File: config.mk
export PLATFORM = sky130hd
export DESIGN_NAME = arm_mem_bridge_flat
export DESIGN_NICKNAME = d
export VERILOG_FILES = /design/src/rtl/arm_mem_bridge_if.sv /design/src/rtl/arm_mem_bridge.sv /design/src/flat_wrapper.sv
export SDC_FILE = /design/constraint.sdc
export NUM_CORES = 1
export LEC_CHECK = 0
export BUFFER_PORTS_ARGS = -buffer_cell sky130_fd_sc_hd__buf_2
export CORE_ASPECT_RATIO = 1.1
export CORE_MARGIN = 2
export CORE_UTILIZATION = 45
export DETAILED_ROUTE_END_ITERATION = 6
export PLACE_DENSITY = 0.83
export SLEW_MARGIN = 20
export SYNTH_ARGS = -nofsm -noshare
export SYNTH_HDL_FRONTEND = slang
export SYNTH_SLANG_ARGS = --single-unit
File: constraint.sdc
create_clock -name clk -period 2.1 [get_ports clk]
set_input_delay 0.21 -clock clk [delete_from_list [all_inputs] [get_ports clk]]
set_output_delay 0.21 -clock clk [all_outputs]
set_load 0.01 [all_outputs]
File: src/rtl/arm_mem_bridge_if.sv
// Single-ported memory bus between arm_mem_bridge (master) and the memory (slave).
// Request is held with stable attributes until the slave raises mem_ready.
interface arm_mem_bridge_if;
    logic        mem_req;
    logic        mem_we;
    logic [31:0] mem_addr;
    logic [31:0] mem_wdata;
    logic [3:0]  mem_be;
    logic        mem_ready;
    logic [31:0] mem_rdata;

    modport master (
        output mem_req, mem_we, mem_addr, mem_wdata, mem_be,
        input  mem_ready, mem_rdata
    );

    modport slave (
        input  mem_req, mem_we, mem_addr, mem_wdata, mem_be,
        output mem_ready, mem_rdata
    );
endinterface

File: src/rtl/arm_mem_bridge.sv
// Serialises ARM core fetch and data requests onto one variable-latency memory bus.
// Optional one-entry instruction buffer: define ARM_MEM_BRIDGE_FETCH_BUF_EN.
//
// state  | meaning
// IDLE   | no transaction; sample data_req (priority) and fetch_req
// BUS    | mem_req high, waiting for mem_ready or the wait-cycle limit
// DONE   | one-cycle valid pulse; continue with a pending fetch if one is held
module arm_mem_bridge #(
    parameter int unsigned TIMEOUT = 64
) (
    input  logic        clk,
    input  logic        reset,
    input  logic        fetch_req,
    input  logic [31:0] PC,
    input  logic        data_req,
    input  logic        MemWrite,
    input  logic [31:0] ALUResult,
    input  logic [31:0] WriteData,
    input  logic [3:0]  byteEnable,
    output logic [31:0] Instr,
    output logic        instr_valid,
    output logic [31:0] ReadData,
    output logic        data_valid,
    output logic        stall,
    output logic        bus_err,
    arm_mem_bridge_if.master mem
);

    typedef enum logic [1:0] {
        S_IDLE = 2'd0,
        S_BUS  = 2'd1,
        S_DONE = 2'd2
    } state_t;

    // Wait budget is a down-counter: loaded on BUS entry, abort when it hits zero.
    localparam logic [7:0] WAIT_LOAD = 8'(TIMEOUT - 1);

    state_t      state_q, state_d;
    logic [31:0] instr_q, instr_d;
    logic [31:0] rdata_q, rdata_d;
    logic        instr_valid_q, instr_valid_d;
    logic        data_valid_q, data_valid_d;
    logic        bus_err_q, bus_err_d;
    logic        is_fetch_q, is_fetch_d;
    logic        pend_vld_q, pend_vld_d;
    logic [29:0] pend_pc_q, pend_pc_d;
    logic        mem_we_q, mem_we_d;
    logic [31:0] mem_addr_q, mem_addr_d;
    logic [31:0] mem_wdata_q, mem_wdata_d;
    logic [3:0]  mem_be_q, mem_be_d;
    logic [7:0]  wait_cnt_q, wait_cnt_d;
`ifdef ARM_MEM_BRIDGE_FETCH_BUF_EN
    logic        buf_vld_q, buf_vld_d;
    logic [29:0] buf_tag_q, buf_tag_d;
    logic [31:0] buf_data_q, buf_data_d;
`endif

    logic        start_fetch;
    logic [29:0] fetch_word;
    logic        unused_addr_lsb;

    assign unused_addr_lsb = ^{PC[1:0], ALUResult[1:0]};

    always_comb begin
        state_d       = state_q;
        instr_d       = instr_q;
        rdata_d       = rdata_q;
        instr_valid_d = 1'b0;
        data_valid_d  = 1'b0;
        bus_err_d     = bus_err_q;
        is_fetch_d    = is_fetch_q;
        pend_vld_d    = pend_vld_q;
        pend_pc_d     = pend_pc_q;
        mem_we_d      = mem_we_q;
        mem_addr_d    = mem_addr_q;
        mem_wdata_d   = mem_wdata_q;
        mem_be_d      = mem_be_q;
        wait_cnt_d    = wait_cnt_q;
        start_fetch   = 1'b0;
        fetch_word    = pend_pc_q;
`ifdef ARM_MEM_BRIDGE_FETCH_BUF_EN
        buf_vld_d     = buf_vld_q;
        buf_tag_d     = buf_tag_q;
        buf_data_d    = buf_data_q;
`endif

        unique case (state_q)
            S_IDLE: begin
                if (data_req) begin
                    state_d    = S_BUS;
                    is_fetch_d = 1'b0;
                    mem_we_d   = MemWrite;
                    mem_addr_d = {ALUResult[31:2], 2'b00};
                    wait_cnt_d = WAIT_LOAD;
                    if (MemWrite) begin
                        mem_wdata_d = WriteData;
                        mem_be_d    = byteEnable;
                    end else begin
                        mem_be_d    = 4'hF;
                    end
                    // The younger instruction's fetch waits behind the data access.
                    if (fetch_req) begin
                        pend_vld_d = 1'b1;
                        pend_pc_d  = PC[31:2];
                    end
`ifdef ARM_MEM_BRIDGE_FETCH_BUF_EN
                    if (MemWrite && buf_vld_q && (ALUResult[31:2] == buf_tag_q)) begin
                        buf_vld_d = 1'b0;
                    end
`endif
                end else if (fetch_req) begin
`ifdef ARM_MEM_BRIDGE_FETCH_BUF_EN
                    if (buf_vld_q && (PC[31:2] == buf_tag_q)) begin
                        state_d       = S_DONE;
                        instr_d       = buf_data_q;
                        instr_valid_d = 1'b1;
                    end else begin
                        start_fetch = 1'b1;
                        fetch_word  = PC[31:2];
                    end
`else
                    start_fetch = 1'b1;
                    fetch_word  = PC[31:2];
`endif
                end
            end

            S_BUS: begin
                if (fetch_req && !pend_vld_q) begin
                    pend_vld_d = 1'b1;
                    pend_pc_d  = PC[31:2];
                end
                if (mem.mem_ready) begin
                    state_d = S_DONE;
                    if (is_fetch_q) begin
                        instr_d       = mem.mem_rdata;
                        instr_valid_d = 1'b1;
`ifdef ARM_MEM_BRIDGE_FETCH_BUF_EN
                        buf_vld_d  = 1'b1;
                        buf_tag_d  = mem_addr_q[31:2];
                        buf_data_d = mem.mem_rdata;
`endif
                    end else begin
                        if (!mem_we_q) begin
                            rdata_d = mem.mem_rdata;
                        end
                        data_valid_d = 1'b1;
                    end
                end else if (wait_cnt_q == 8'd0) begin
                    // Abort: deliver zero so the core still sees a completion.
                    state_d   = S_DONE;
                    bus_err_d = 1'b1;
`ifdef ARM_MEM_BRIDGE_FETCH_BUF_EN
                    buf_vld_d = 1'b0;
`endif
                    if (is_fetch_q) begin
                        instr_d       = 32'h0;
                        instr_valid_d = 1'b1;
                    end else begin
                        if (!mem_we_q) begin
                            rdata_d = 32'h0;
                        end
                        data_valid_d = 1'b1;
                    end
                end else begin
                    wait_cnt_d = wait_cnt_q - 8'd1;
                end
            end

            S_DONE: begin
                if (pend_vld_q) begin
                    pend_vld_d  = 1'b0;
                    start_fetch = 1'b1;
                    fetch_word  = pend_pc_q;
                end else begin
                    state_d = S_IDLE;
                end
            end

            default: state_d = S_IDLE;
        endcase

        if (start_fetch) begin
            state_d    = S_BUS;
            is_fetch_d = 1'b1;
            mem_we_d   = 1'b0;
            mem_addr_d = {fetch_word, 2'b00};
            mem_be_d   = 4'hF;
            wait_cnt_d = WAIT_LOAD;
        end
    end

    always_ff @(posedge clk or negedge reset) begin
        if (!reset) begin
            state_q       <= S_IDLE;
            instr_q       <= 32'h0;
            rdata_q       <= 32'h0;
            instr_valid_q <= 1'b0;
            data_valid_q  <= 1'b0;
            bus_err_q     <= 1'b0;
            is_fetch_q    <= 1'b0;
            pend_vld_q    <= 1'b0;
            pend_pc_q     <= 30'h0;
            mem_we_q      <= 1'b0;
            mem_addr_q    <= 32'h0;
            mem_wdata_q   <= 32'h0;
            mem_be_q      <= 4'h0;
            wait_cnt_q    <= 8'h0;
`ifdef ARM_MEM_BRIDGE_FETCH_BUF_EN
            buf_vld_q     <= 1'b0;
            buf_tag_q     <= 30'h0;
            buf_data_q    <= 32'h0;
`endif
        end else begin
            state_q       <= state_d;
            instr_q       <= instr_d;
            rdata_q       <= rdata_d;
            instr_valid_q <= instr_valid_d;
            data_valid_q  <= data_valid_d;
            bus_err_q     <= bus_err_d;
            is_fetch_q    <= is_fetch_d;
            pend_vld_q    <= pend_vld_d;
            pend_pc_q     <= pend_pc_d;
            mem_we_q      <= mem_we_d;
            mem_addr_q    <= mem_addr_d;
            mem_wdata_q   <= mem_wdata_d;
            mem_be_q      <= mem_be_d;
            wait_cnt_q    <= wait_cnt_d;
`ifdef ARM_MEM_BRIDGE_FETCH_BUF_EN
            buf_vld_q     <= buf_vld_d;
            buf_tag_q     <= buf_tag_d;
            buf_data_q    <= buf_data_d;
`endif
        end
    end

    assign Instr         = instr_q;
    assign instr_valid   = instr_valid_q;
    assign ReadData      = rdata_q;
    assign data_valid    = data_valid_q;
    assign stall         = (state_q != S_IDLE);
    assign bus_err       = bus_err_q;
    assign mem.mem_req   = (state_q == S_BUS);
    assign mem.mem_we    = mem_we_q;
    assign mem.mem_addr  = mem_addr_q;
    assign mem.mem_wdata = mem_wdata_q;
    assign mem.mem_be    = mem_be_q;

endmodule

File: src/flat_wrapper.sv
// flat-port wrapper written by rule: the top's interface ports become plain ports
module arm_mem_bridge_flat 
#(
    parameter int unsigned TIMEOUT = 64
)
  (clk, reset, fetch_req, PC, data_req, MemWrite, ALUResult, WriteData, byteEnable, Instr, instr_valid, ReadData, data_valid, stall, bus_err, mem_mem_req, mem_mem_we, mem_mem_addr, mem_mem_wdata, mem_mem_be, mem_mem_ready, mem_mem_rdata);
  arm_mem_bridge_if mem_i ();
  input  logic clk;
  input  logic reset;
  input  logic fetch_req;
  input  logic [31:0] PC;
  input  logic data_req;
  input  logic MemWrite;
  input  logic [31:0] ALUResult;
  input  logic [31:0] WriteData;
  input  logic [3:0] byteEnable;
  output logic [31:0] Instr;
  output logic instr_valid;
  output logic [31:0] ReadData;
  output logic data_valid;
  output logic stall;
  output logic bus_err;
  output wire logic [$bits(mem_i.mem_req)-1:0] mem_mem_req;
  output wire logic [$bits(mem_i.mem_we)-1:0] mem_mem_we;
  output wire logic [$bits(mem_i.mem_addr)-1:0] mem_mem_addr;
  output wire logic [$bits(mem_i.mem_wdata)-1:0] mem_mem_wdata;
  output wire logic [$bits(mem_i.mem_be)-1:0] mem_mem_be;
  input wire logic [$bits(mem_i.mem_ready)-1:0] mem_mem_ready;
  input wire logic [$bits(mem_i.mem_rdata)-1:0] mem_mem_rdata;
  assign mem_mem_req = mem_i.mem_req;
  assign mem_mem_we = mem_i.mem_we;
  assign mem_mem_addr = mem_i.mem_addr;
  assign mem_mem_wdata = mem_i.mem_wdata;
  assign mem_mem_be = mem_i.mem_be;
  assign mem_i.mem_ready = mem_mem_ready;
  assign mem_i.mem_rdata = mem_mem_rdata;
  arm_mem_bridge #(.TIMEOUT(TIMEOUT)) u_core (.clk(clk), .reset(reset), .fetch_req(fetch_req), .PC(PC), .data_req(data_req), .MemWrite(MemWrite), .ALUResult(ALUResult), .WriteData(WriteData), .byteEnable(byteEnable), .Instr(Instr), .instr_valid(instr_valid), .ReadData(ReadData), .data_valid(data_valid), .stall(stall), .bus_err(bus_err), .mem(mem_i));
endmodule
Yosys cells after proc, flatten, opt, wreduce, memory -nomap -nowiden
Cells that the tools add are included.
{"block": "word_totals", "input_bits": 138, "regBits": 178}
{"block": "classes", "n_eq_ne": 10, "muxes": 56, "bitwise": 3, "add_sub_neg": 1, "n_reduce_logical": 20}
{"op": "$mux 32", "count": 13}
{"op": "$mux 30", "count": 5}
{"op": "$pmux 30 s2", "count": 1}
{"op": "$mux 8", "count": 4}
{"op": "$mux 1", "count": 20}
{"op": "$mux 4", "count": 4}
{"op": "$pmux 8 s2", "count": 1}
{"op": "$reduce_and 3->1", "count": 5}
{"op": "$reduce_and 4->1", "count": 3}
{"op": "$mux 2", "count": 5}
{"op": "$reduce_bool 2->1", "count": 5}
{"op": "$ne 3x2->1 const B", "count": 3}
{"op": "$logic_not 8->1", "count": 1}
{"op": "$sub 8x1->8 const B", "count": 1}
{"op": "$pmux 2 s3", "count": 1}
{"op": "$reduce_bool 3->1", "count": 2}
{"op": "$ne 2x2->1 const B", "count": 2}
{"op": "$ne 4x1->1 const B", "count": 1}
{"op": "$ne 3x3->1 const B", "count": 1}
{"op": "$not 1->1", "count": 3}
{"op": "$pmux 1 s3", "count": 1}
{"op": "$eq 2x1->1 const B", "count": 1}
{"op": "$eq 2x2->1 const B", "count": 1}
{"op": "$logic_not 2->1", "count": 1}
{"op": "5 further kinds", "count": 5}

Longest topological paths before layout
{"block": "depth", "ltp_word": 5, "depth_mapped": 10, "mapped_depth_nobuf": 7}

Worst setup path before layout
Ideal clock, no wire load.
{"block": "synth_path", "kind": "register to register", "from": "register u_core.state_q[1]", "to": "register u_core.wait_cnt_q[7]", "setup_ns": 0.122, "stages_incl_launch_ff": 10, "arrival_time_ns": 1.956, "slack_ns": 0.022, "n_path_buf": 2, "cell_sequence": "dfrtp_1 > inv_1 > ha_1 > buf_2 > inv_1 > o21ai_0 > a31oi_4 > and3_4 > buf_6 > a32o_1"}
{"element": "start, declared", "line": "arm_mem_bridge.sv:38", "text": "state_t state_q, state_d;"}
{"element": "start signal, assigned", "line": "arm_mem_bridge.sv:215", "text": "state_q <= state_d;"}
{"element": "$eq 2x1->1 *"}
{"element": "via mem_mem_req", "line": "flat_wrapper.sv:23", "text": "output wire logic [$bits(mem_i.mem_req)-1:0] mem_mem_req;"}
{"element": "$ne 3x2->1 (no line), or another cell as far along"}
{"element": "$reduce_and 4->1 (no line) / $mux 8 (equally long branches)"}
{"element": "end signal, assigned", "line": "arm_mem_bridge.sv:228", "text": "wait_cnt_q <= wait_cnt_d;"}
{"element": "end, declared", "line": "arm_mem_bridge.sv:51", "text": "logic [7:0] wait_cnt_q, wait_cnt_d;"}
Mark *: on every way through the listed nets, which the timed path passes. The rest lies on a longest branch.
A chain may end at the register's enable or synchronous reset.

Worst setup path after layout
{"block": "layout_path", "from": "register u_core.state_q[0]", "to": "register u_core.wait_cnt_q[7]"}
{"block": "layout_via", "elab_chain_len": 4}
{"element": "$eq 2x2->1 / $logic_not 2->1 (equally long branches)", "line": "arm_mem_bridge.sv:87", "text": "unique case (state_q)"}
{"element": "$pmux 1 s2", "line": "arm_mem_bridge.sv:87"}
{"element": "$ne 3x2->1 (no line) / $reduce_bool 3->1 (equally long branches)"}
{"element": "$reduce_and 4->1 (no line)"}
Parallel ways exist; a longest one is shown, timed or not.

==> results.toml <==
[run_status]
outcome = "finished clean"

[pwr]
leakage_nw = 5.14
total_power_mw = 14.9
max-vdd-ir-drop_mv = 0.681
powerDensity_nw_per_um2 = 1530

[clock_network]
cts_tree = "built"
cts-root-buf = "clkbuf_16"
clk_latency_ns = 0.42
cts_inserted_buffers = 17
clock_tree.htree_level_count = 4
cts.sinks = 176
clock_path_buffers = 2
path_clk_slew_ns = 0.07

[detailed_routing]
vias_per_cell = 5.25
first_pass_iters = 5
dr.first_iter.drc_count = 262
ant_nets = 0
drcViolationCount = 0
routedWlPerCell_um = 16.7
num_vias = 6020
drt_wl_total_um = 19100

[place]
routabilityCongestion = 0.809
io_buffers = 269
placed_area_um2 = 9120
hpwlAfterDp_um = 13900

[final_layout]
multiInputGateArea_um2 = 2820
regArea_um2 = 4400
drive_gt1_frac = 0.420
syn_to_final_growth_pct = 30.6
fin_area_um2 = 9760
post-route-util = 0.598
fill_cells = 1356
final_nets = 1071

[timing]
final.period_utilization = 0.946
slew_violations = 0
period_minus_slack_ns = 1.99
timing.hold.ws_ns = 0.0163
hold_viol = 0
finalSetupViolCount = 0
tns_ns = 0
rsz0062_at_grt = "false"
finClkSkew_ns = 0.0119
fmax_ghz = 0.503

[grt]
grt_usage = 0.219
grt_max_degree = 69
grt_pass1_wl_um = 31000
grt_pass1_vias = 6006
antenna_found_initial = 1
grt-ovfl-total = 0

[die]
die_w_um = 127
design.die.area_um2 = 17700
initial_utilization = 0.458
row_count = 49
core_um2 = 16300
io_pins = 276
chipHeight_um = 139

[job]
drv_cap = 0

[critical_path]
crit_fanout = 7
crit_type = "register to register"
setup.worst_path.end_class = "register"
slowest_delay_ns = 0.43
crit_chain = "inv_1 -> ha_1 -> nand2b_1 -> nor3b_1 -> a31oi_4 -> and3_4 -> a32o_1"
r2r_start = "u_core.state_q[0]"
startpoint = "u_core.state_q[0]"
cp-start-kind = "register"
worstPathArrival_ns = 2.29
worst_path_max_delay_cell = "nor3b_1"
cp_data_required_time_ns = 2.40

[yosys]
yosysWarnings = 0
seq_area_frac_synth = 0.589
syn_area_um2 = 7470
synthCells = 661
syn_avg_cell_area_um2 = 11.3
ys_seq_elements = 176
netlist-cell-type-count = 42

[worst_hold_path]
hp-start = "WriteData[9]"
hp-class = "input pin to register"
## kinds of logic (layout without fill, tap and decap cells)
| kind of cell | count (synthesis) | after routing | share of synthesized area |
|---|---|---|---|
| simple gates | 209 | 209 | 0.123 |
| other cells | 1 | 3 | 0.000502 |
| mux | 93 | 93 | 0.135 |
| fa+ha+maj | 5 | 5 | 0.00837 |
| compound gates | 124 | 124 | 0.107 |
| buf+inv | 53 | 332 | 0.0363 |
| flops | 176 | 176 | 0.589 |
## critical path: cells and delay by family, from the launching register on
kind            cells  cell delay [ns]
buf+inv             1             0.10
flops               1             0.42
simple gates        3             0.80
fa+ha+maj           1             0.28
compound gates      2             0.29
## report_power, final
group / internal (mW) / switching [mW]
combinational: 2.76 / 3.24
clock: 1.75 / 1.43
sequential: 4.96 / 0.804
## timing repair
action | CTS | global route
buffers inserted | 0 | 0
setup endpoints to repair | 0 | 26
hold buffers | 3 | 0
resized for setup | 0 | 2
hold endpoints to repair | 45 | 0
## registers in the layout, indices dropped and copies added (netlist names)
name and flops:
u_core.Instr 32, u_core.ReadData 32, u_core.mem.mem_wdata 32, u_core.mem.mem_addr 30
u_core.pend_pc_q 30, u_core.wait_cnt_q 8, u_core.mem.mem_be 4, u_core.state_q 2
u_core.bus_err 1, u_core.data_valid 1, u_core.instr_valid 1, u_core.is_fetch_q 1
u_core.mem.mem_we 1, u_core.pend_vld_q 1
## area by class of cell
type | count | area share
Sequential cell | 176 | 0.451
Multi-Input combinational cell | 433 | 0.289
Timing Repair Buffer | 293 | 0.169
Clock buffer | 19 | 0.0464
Tap cell | 204 | 0.0262
Clock inverter | 13 | 0.0150
Inverter | 7 | 0.00269
Antenna cell | 1 | 0.000256
## synth_stat cells (all sizes together)
library cell,n,area share
dfrtp,176,0.59
nand2,105,0.053
mux2,62,0.093
nor2,43,0.022
a21oi,38,0.025
o21ai,38,0.025
nand3,35,0.023
a22o,32,0.038
mux2i,31,0.042
buf,23,0.021
clkbuf,23,0.012
inv,7,0.0035
nor3b,6,0.0060
a31oi,5,0.0062
ha,5,0.0084
nor4,4,0.0054
or3,4,0.0033
and2,3,0.0025
nand2b,3,0.0025
a41oi,2,0.0023
a211oi,1,0.0010
a21boi,1,0.0010
a21o,1,0.0010
a22oi,1,0.0010
a31o,1,0.0012
a32o,1,0.0013
and3,1,0.0015
conb,1,0.00050
nand3b,1,0.0010
nor2b,1,0.00084
nor3,1,0.00067
o21bai,1,0.0010
o311ai,1,0.0012
o31ai,1,0.0010
or2,1,0.00084
or4,1,0.0010
## worst paths after layout
check	end	slack [ns]	depth (start not counted)
setup reg to reg	u_core.wait_cnt_q[7]	0.11	7
setup / recovery	u_core.wait_cnt_q[7]	0.11	7
hold / removal	u_core.mem.mem_wdata[9]	0.02	2
max in group asynchronous	u_core.ReadData[13]	1.09	3
hold reg to reg	u_core.Instr[28]	0.46	2
min in group asynchronous	u_core.mem.mem_addr[9]	0.27	2
## cell usage in the layout (no fill, tap or decap), types with 3 or more instances in the layout
cell type      instances
mux2i_1               31
buf_12                 9
nand2b_1               3
clkinvlp_4             3
buf_2                268
nand3_1               35
a22o_1                30
or3_1                  4
nand2_1              105
nor2_1                42
a31oi_1                4
inv_1                  6
dlygate4sd3_1          3
o21ai_0               38
a21oi_1               38
mux2_2                62
inv_8                  3
nor3b_1                5
ha_1                   4
clkbuf_16             17
nor4_1                 3
dfrtp_1              176
buf_4                 12
inv_6                  3
## metrics by stage
stage | instances | setup slack [ns]
after CTS | 1145 | 0.0188
after global placement | 1110 | 0.173
final | 1146 | 0.113
after floorplan | 662 | 0.0221
after detailed placement | 1110 | 0.0623
after global routing | 1145 | 0.0134
## routing by layer
layer / vias up / global-route usage / share of wire
met5: - / 0 / 0
met4: 0 / 0.0636 / 0.010
met3: 20 / 0.0598 / 0.079
met2: 243 / 0.366 / 0.50
met1: 2925 / 0.280 / 0.41
li1: 2832 / - / -
Power figures use the tool's default switching activity.
